$ cat src/rtl/cfg_pkg.sv
// +--------------------------------------------------------------------+
// | cfg_pkg : shared constants for the configuration bitstream loader   |
// | Rev 1.0                                                             |
// +--------------------------------------------------------------------+
`default_nettype none

package cfg_pkg;

  typedef logic [1:0] cfg_state_t;

  localparam cfg_state_t ST_IDLE  = 2'd0;
  localparam cfg_state_t ST_SHIFT = 2'd1;
  localparam cfg_state_t ST_FULL  = 2'd2;

  // Fabric-wide defaults for the routing select bus
  localparam int DEF_NUM_CH = 4;
  localparam int DEF_SEL_W  = 2;

endpackage

`default_nettype wire

$ cat src/rtl/cfg_shift_reg.sv
// +--------------------------------------------------------------------+
// | cfg_shift_reg : shadow register with saturating write-index counter |
// | Rev 1.0                                                             |
// +--------------------------------------------------------------------+
`default_nettype none

module cfg_shift_reg #(
  parameter int WIDTH   = 8,
  parameter int CNT_MAX = 8,
  parameter int CNT_W   = 4
) (
  input  logic             clk,
  input  logic             rst,
  input  logic             i_clear,
  input  logic             i_wr_en,
  input  logic             i_bit,
  output logic [WIDTH-1:0] o_data,
  output logic [CNT_W-1:0] o_count
);

  logic [WIDTH-1:0] r_data;
  logic [CNT_W-1:0] r_count;

  always_ff @(posedge clk or posedge rst) begin
    if (rst) begin
      r_data  <= '0;
      r_count <= '0;
    end else if (i_clear) begin
      r_data  <= '0;
      r_count <= '0;
    end else if (i_wr_en) begin
      // Indices at or beyond WIDTH (e.g. a trailing check bit) are counted but not stored
      for (int i = 0; i < WIDTH; i++) begin
        if (r_count == CNT_W'(i)) begin
          r_data[i] <= i_bit;
        end
      end
      if (r_count != CNT_W'(CNT_MAX)) begin
        r_count <= r_count + CNT_W'(1);
      end
    end
  end

  assign o_data  = r_data;
  assign o_count = r_count;

endmodule

`default_nettype wire

$ cat src/rtl/config_bitstream_loader.sv
// +--------------------------------------------------------------------+
// | config_bitstream_loader : serial config load, atomic commit to the  |
// | select bus. Optional trailing even-parity bit: CFG_PARITY_CHECK_EN  |
// | Rev 1.0                                                             |
// +--------------------------------------------------------------------+
`default_nettype none

module config_bitstream_loader
  import cfg_pkg::*;
#(
  parameter int NUM_CH = DEF_NUM_CH,
  parameter int SEL_W  = DEF_SEL_W
) (
  input  logic                    clk,
  input  logic                    rst,
  input  logic                    cfg_start,
  input  logic                    cfg_valid,
  input  logic                    cfg_data,
  output logic                    cfg_ready,
  input  logic                    commit,
  output logic                    cfg_done,
  output logic                    busy,
  output logic                    err,
  output logic [NUM_CH*SEL_W-1:0] control_signals
);

  localparam int TOTAL_BITS = NUM_CH * SEL_W;
`ifdef CFG_PARITY_CHECK_EN
  localparam int FRAME_BITS = TOTAL_BITS + 1;
`else
  localparam int FRAME_BITS = TOTAL_BITS;
`endif
  localparam int CNT_W = $clog2(TOTAL_BITS + 1);

  cfg_state_t            r_state;
  logic [TOTAL_BITS-1:0] r_ctrl;
  logic [TOTAL_BITS-1:0] w_shadow;
  logic [CNT_W-1:0]      w_count;
  logic                  w_accept;
  logic                  w_last;

  assign w_accept = (r_state == ST_SHIFT) && cfg_valid && !cfg_start;
  assign w_last   = (w_count == CNT_W'(FRAME_BITS - 1));

  cfg_shift_reg #(
    .WIDTH   (TOTAL_BITS),
    .CNT_MAX (TOTAL_BITS),
    .CNT_W   (CNT_W)
  ) u_shift (
    .clk     (clk),
    .rst     (rst),
    .i_clear (cfg_start),
    .i_wr_en (w_accept),
    .i_bit   (cfg_data),
    .o_data  (w_shadow),
    .o_count (w_count)
  );

`ifdef CFG_PARITY_CHECK_EN
  logic r_err;
  logic w_par_ok;

  // Payload bits are already in the shadow; cfg_data is the parity bit itself
  assign w_par_ok = ~((^w_shadow) ^ cfg_data);
`endif

  always_ff @(posedge clk or posedge rst) begin
    if (rst) begin
      r_state <= ST_IDLE;
      r_ctrl  <= '0;
`ifdef CFG_PARITY_CHECK_EN
      r_err   <= 1'b0;
`endif
    end else if (cfg_start) begin
      r_state <= ST_SHIFT;
`ifdef CFG_PARITY_CHECK_EN
      r_err   <= 1'b0;
`endif
    end else begin
      case (r_state)
        ST_IDLE: ;
        ST_SHIFT: begin
          if (cfg_valid && w_last) begin
`ifdef CFG_PARITY_CHECK_EN
            if (w_par_ok) begin
              r_state <= ST_FULL;
            end else begin
              r_state <= ST_IDLE;
              r_err   <= 1'b1;
            end
`else
            r_state <= ST_FULL;
`endif
          end
        end
        ST_FULL: begin
          if (commit) begin
            r_ctrl  <= w_shadow;
            r_state <= ST_IDLE;
          end
        end
        default: r_state <= ST_IDLE;
      endcase
    end
  end

  assign cfg_ready       = (r_state == ST_SHIFT);
  assign cfg_done        = (r_state == ST_FULL);
  assign busy            = (r_state != ST_IDLE);
  assign control_signals = r_ctrl;
`ifdef CFG_PARITY_CHECK_EN
  assign err             = r_err;
`else
  assign err             = 1'b0;
`endif

endmodule

`default_nettype wire

$ cat config.mk
export PLATFORM = sky130hd
export DESIGN_NAME = config_bitstream_loader
export DESIGN_NICKNAME = d
export VERILOG_FILES = /design/src/rtl/cfg_pkg.sv /design/src/rtl/cfg_shift_reg.sv /design/src/rtl/config_bitstream_loader.sv
export SDC_FILE = /design/constraint.sdc
export NUM_CORES = 1
export LEC_CHECK = 0
export CAP_MARGIN = 20
export CORE_MARGIN = 3
export CORE_UTILIZATION = 45
export DETAILED_ROUTE_END_ITERATION = 6
export PLACE_DENSITY_LB_ADDON = 0.05
export SLEW_MARGIN = 15
export SYNTH_ARGS = -nofsm -noshare
export SYNTH_HDL_FRONTEND = slang
export SYNTH_HIERARCHICAL = 1
export SYNTH_SLANG_ARGS = --single-unit
export TNS_END_PERCENT = 50
$ cat constraint.sdc
create_clock -name clk -period 2.8 [get_ports clk]
set_input_delay 0.42 -clock clk [delete_from_list [all_inputs] [get_ports clk]]
set_output_delay 0.42 -clock clk [all_outputs]
set_load 0.01 [all_outputs]
==> reports/qor.txt <==
Clock root buffer: clkbuf_4
Pwr Density: 449 nW/um2
Skew final: 0.00289 ns
1st-iter DRT viols: 13
Largest net degree at the start of global routing: 18
Vias in the first global route: 814
Worst Hold Slack: 0.378 ns
Worst slew margin: 66.0%
MaxCap Viol Count: 0
Critical path class: flop to primary output
Max VDD drop: 408 uV
Area share of the largest cell type after synthesis: 48.5%
Final WL: 2090 um
Area leader, netlist: dfrtp_1
Die area: 3160 um2
Startpoint Class: flop
Clock slew at reported path FFs: 0.12 ns
Initial antenna violation count: 0
Fraction of layout cells with a size suffix above 1: 15.3%
Final setup TNS: 0 ns
Post-placement cell area: 1310 um2
Drc violations: 0
CP endpoint kind: primary output
Clock sink total: 22
Worst slew pin tran: 0.510 ns
Via count: 766
Critical path required time: 2.38 ns
DPL Wire Length: 1530 um
Fin crit period: 1.93 ns
Total GRT Usage: 15.1%
Worst R2R Path Depth: 5
Syn Inst Count: 102
Via/cell ratio: 5.25
Fillers: 213
Async S/R FF share, synth: 100%
CTS Buf Count: 3
RSZ-0062 raised after global routing: no
Critical path's slowest cell: clkdlybuf4s50_1
Hold Vio Cnt, Final: 0
Pre-antenna DRT Iters: 3
CTS tree: built
Syn_nets: 112
RePlAce Congestion: 0.790
Total grt overflow: 0
Outcome: finished clean
Num ports: 18
Fmax: 0.519 GHz
CP peak stage delay: 0.52 ns
Reg area: 551 um2
Maximum root-to-sink buffer count: 2
Leak: 0.619 nW
Core Region: 2300 um2
Finish-stage setup viols: 0
Non-Filler Cell Area, Final: 1360 um2
Cell variety after synth: 27
Post-synthesis cell area: 1130 um2
Post-layout net count: 129
Arrival time at the worst endpoint: 1.51 ns
Post-synth EDFFs: 0
Area Growth Syn to Fin: 20.0%
Final Slew Violations: 0
Critical Path, Cell by Cell: nand2b_1 -> inv_1 -> clkdlybuf4s50_1
Sequential share of the synthesized area: 48.5%
PortBufs: 16
Clk_lat worst skew: 0.32 ns
Multi-input gate area: 529 um2
Resize count post-CTS: 0
Synthesized area per cell: 11.1 um2
Seq cells post-synth: 22
First-pass GRT wire length: 3640 um
Post-route ant nets: 0
Final Cycle Share: 68.8%
Hold_buf cts: 0
N_diodes: 0
DR WL/cell: 14.3 um
Starting density of the core: 49.4%
Overall Power: 0.000611 W
Floorplan row count: 17
Prevailing post-synth register cell: dfrtp_1
CTS H-Tree Depth: 1
Die Wd: 56.2 um
Synth area leaders: dfrtp_1 49%, mux2_4 12%, ha_1 4.4%, mux2i_1 4.4%, nand4b_1 3.1%
Most common cell in the netlist: dfrtp_1
Die height: 56.2 um
Most instantiated cells after synthesis: 22 x dfrtp_1, 9 x mux2_4, 9 x nor2_1, 6 x a21oi_1, 6 x nand2_1
# Post-CTS Setup Buffers: 0
Warning count from the yosys run: 6
Crit-path max FO: 4
Hold crit path type: input port to asynchronous set/reset pin
-- cell type report --
type | instances | share of cell area (%)
Tap cell | 28 | 2.57
Inverter | 5 | 1.38
Clock inverter | 1 | 2.21
Multi-Input combinational cell | 69 | 38.9
Timing Repair Buffer | 18 | 12.9
Clock buffer | 3 | 1.65
Sequential cell | 22 | 40.4
-- report_power, final --
part / switching (W) / internal, W
Combinational: 0.0000238 / 0.0000171
Clock: 0.000101 / 0.000145
Sequential: 0.00000373 / 0.000320
Total: 0.000128 / 0.000483
-- placed cells by master, fill, tap and decap left out, drive strengths merged --
| cell | netlist | routed |
|---|---|---|
| buf | 4 | 2 |
| o21bai | 1 | 1 |
| a21oi | 6 | 6 |
| or2 | 2 | 2 |
| o21ai | 4 | 4 |
| nor2 | 9 | 9 |
| nand3 | 1 | 1 |
| bufinv | 0 | 1 |
| mux2i | 5 | 5 |
| ha | 4 | 4 |
| inv | 5 | 5 |
| nor3b | 1 | 1 |
| nand2 | 6 | 6 |
| clkbuf | 2 | 3 |
| o21a | 1 | 1 |
| nand4b | 4 | 4 |
| clkdlybuf4s50 | 0 | 16 |
| or3b | 1 | 1 |
| or3 | 1 | 1 |
| and3b | 1 | 1 |
| nor2b | 1 | 1 |
| xor2 | 1 | 1 |
| nand2b | 5 | 5 |
| mux2 | 9 | 9 |
| conb | 1 | 1 |
| nand4 | 5 | 5 |
| dfrtp | 22 | 22 |
-- critical path, delay by kind of cell (launching register included) --
| kind | cells | cell delay, ns |
|---|---|---|
| buffers and inverters | 2 | 0.59 |
| DFF | 1 | 0.41 |
| and+or+nand+nor | 1 | 0.19 |
-- final timing paths --
path | to | startpoint | slack, ns
worst max-delay path | cfg_ready | r_state[1] | 0.87
worst min-delay path | control_signals[0] | rst | 0.38
worst max register to register | u_shift/o_count[2] | r_state[1] | 1.07
worst min register to register | control_signals[1] | u_shift/o_data[1] | 0.52
max in group asynchronous | u_shift/o_data[1] | rst | 2.05
min in group clk | control_signals[1] | u_shift/o_data[1] | 0.52
-- cells by family (layout without fill, tap and decap cells) --
group,Yosys count,in the layout,synth area share (%)
other cells,1,1,0.330
buf+inv,11,27,4.85
flops,22,22,48.5
xor+xnor,1,1,0.772
fa+ha+maj,4,4,4.41
simple gates,37,37,19.1
compound gates,12,12,5.73
mux,14,14,16.3
-- metrics by stage --
step	worst slack, ns	std cells	util (%)
final	0.873	146	59.3
after global routing	0.789	146	59.3
after CTS	0.848	146	59.3
after detailed placement	0.712	142	57.0
after global placement	0.774	142	57.0
after floorplan	1.20	102	-
-- layer usage --
layer,part of all wire (%),track usage (%),vias up
met1,47,17.7,366
li1,-,-,386
met5,0,0,-
met4,2.3,8.14,0
met2,47,24.2,10
met3,3.4,4.87,4
-- registers in the layout, summed over array words and instances, names as in the netlist --
| register | cells |
|---|---|
| control_signals | 8 |
| u_shift/o_data | 8 |
| u_shift/o_count | 4 |
| r_state | 2 |
(Power assumes the default switching activity.)
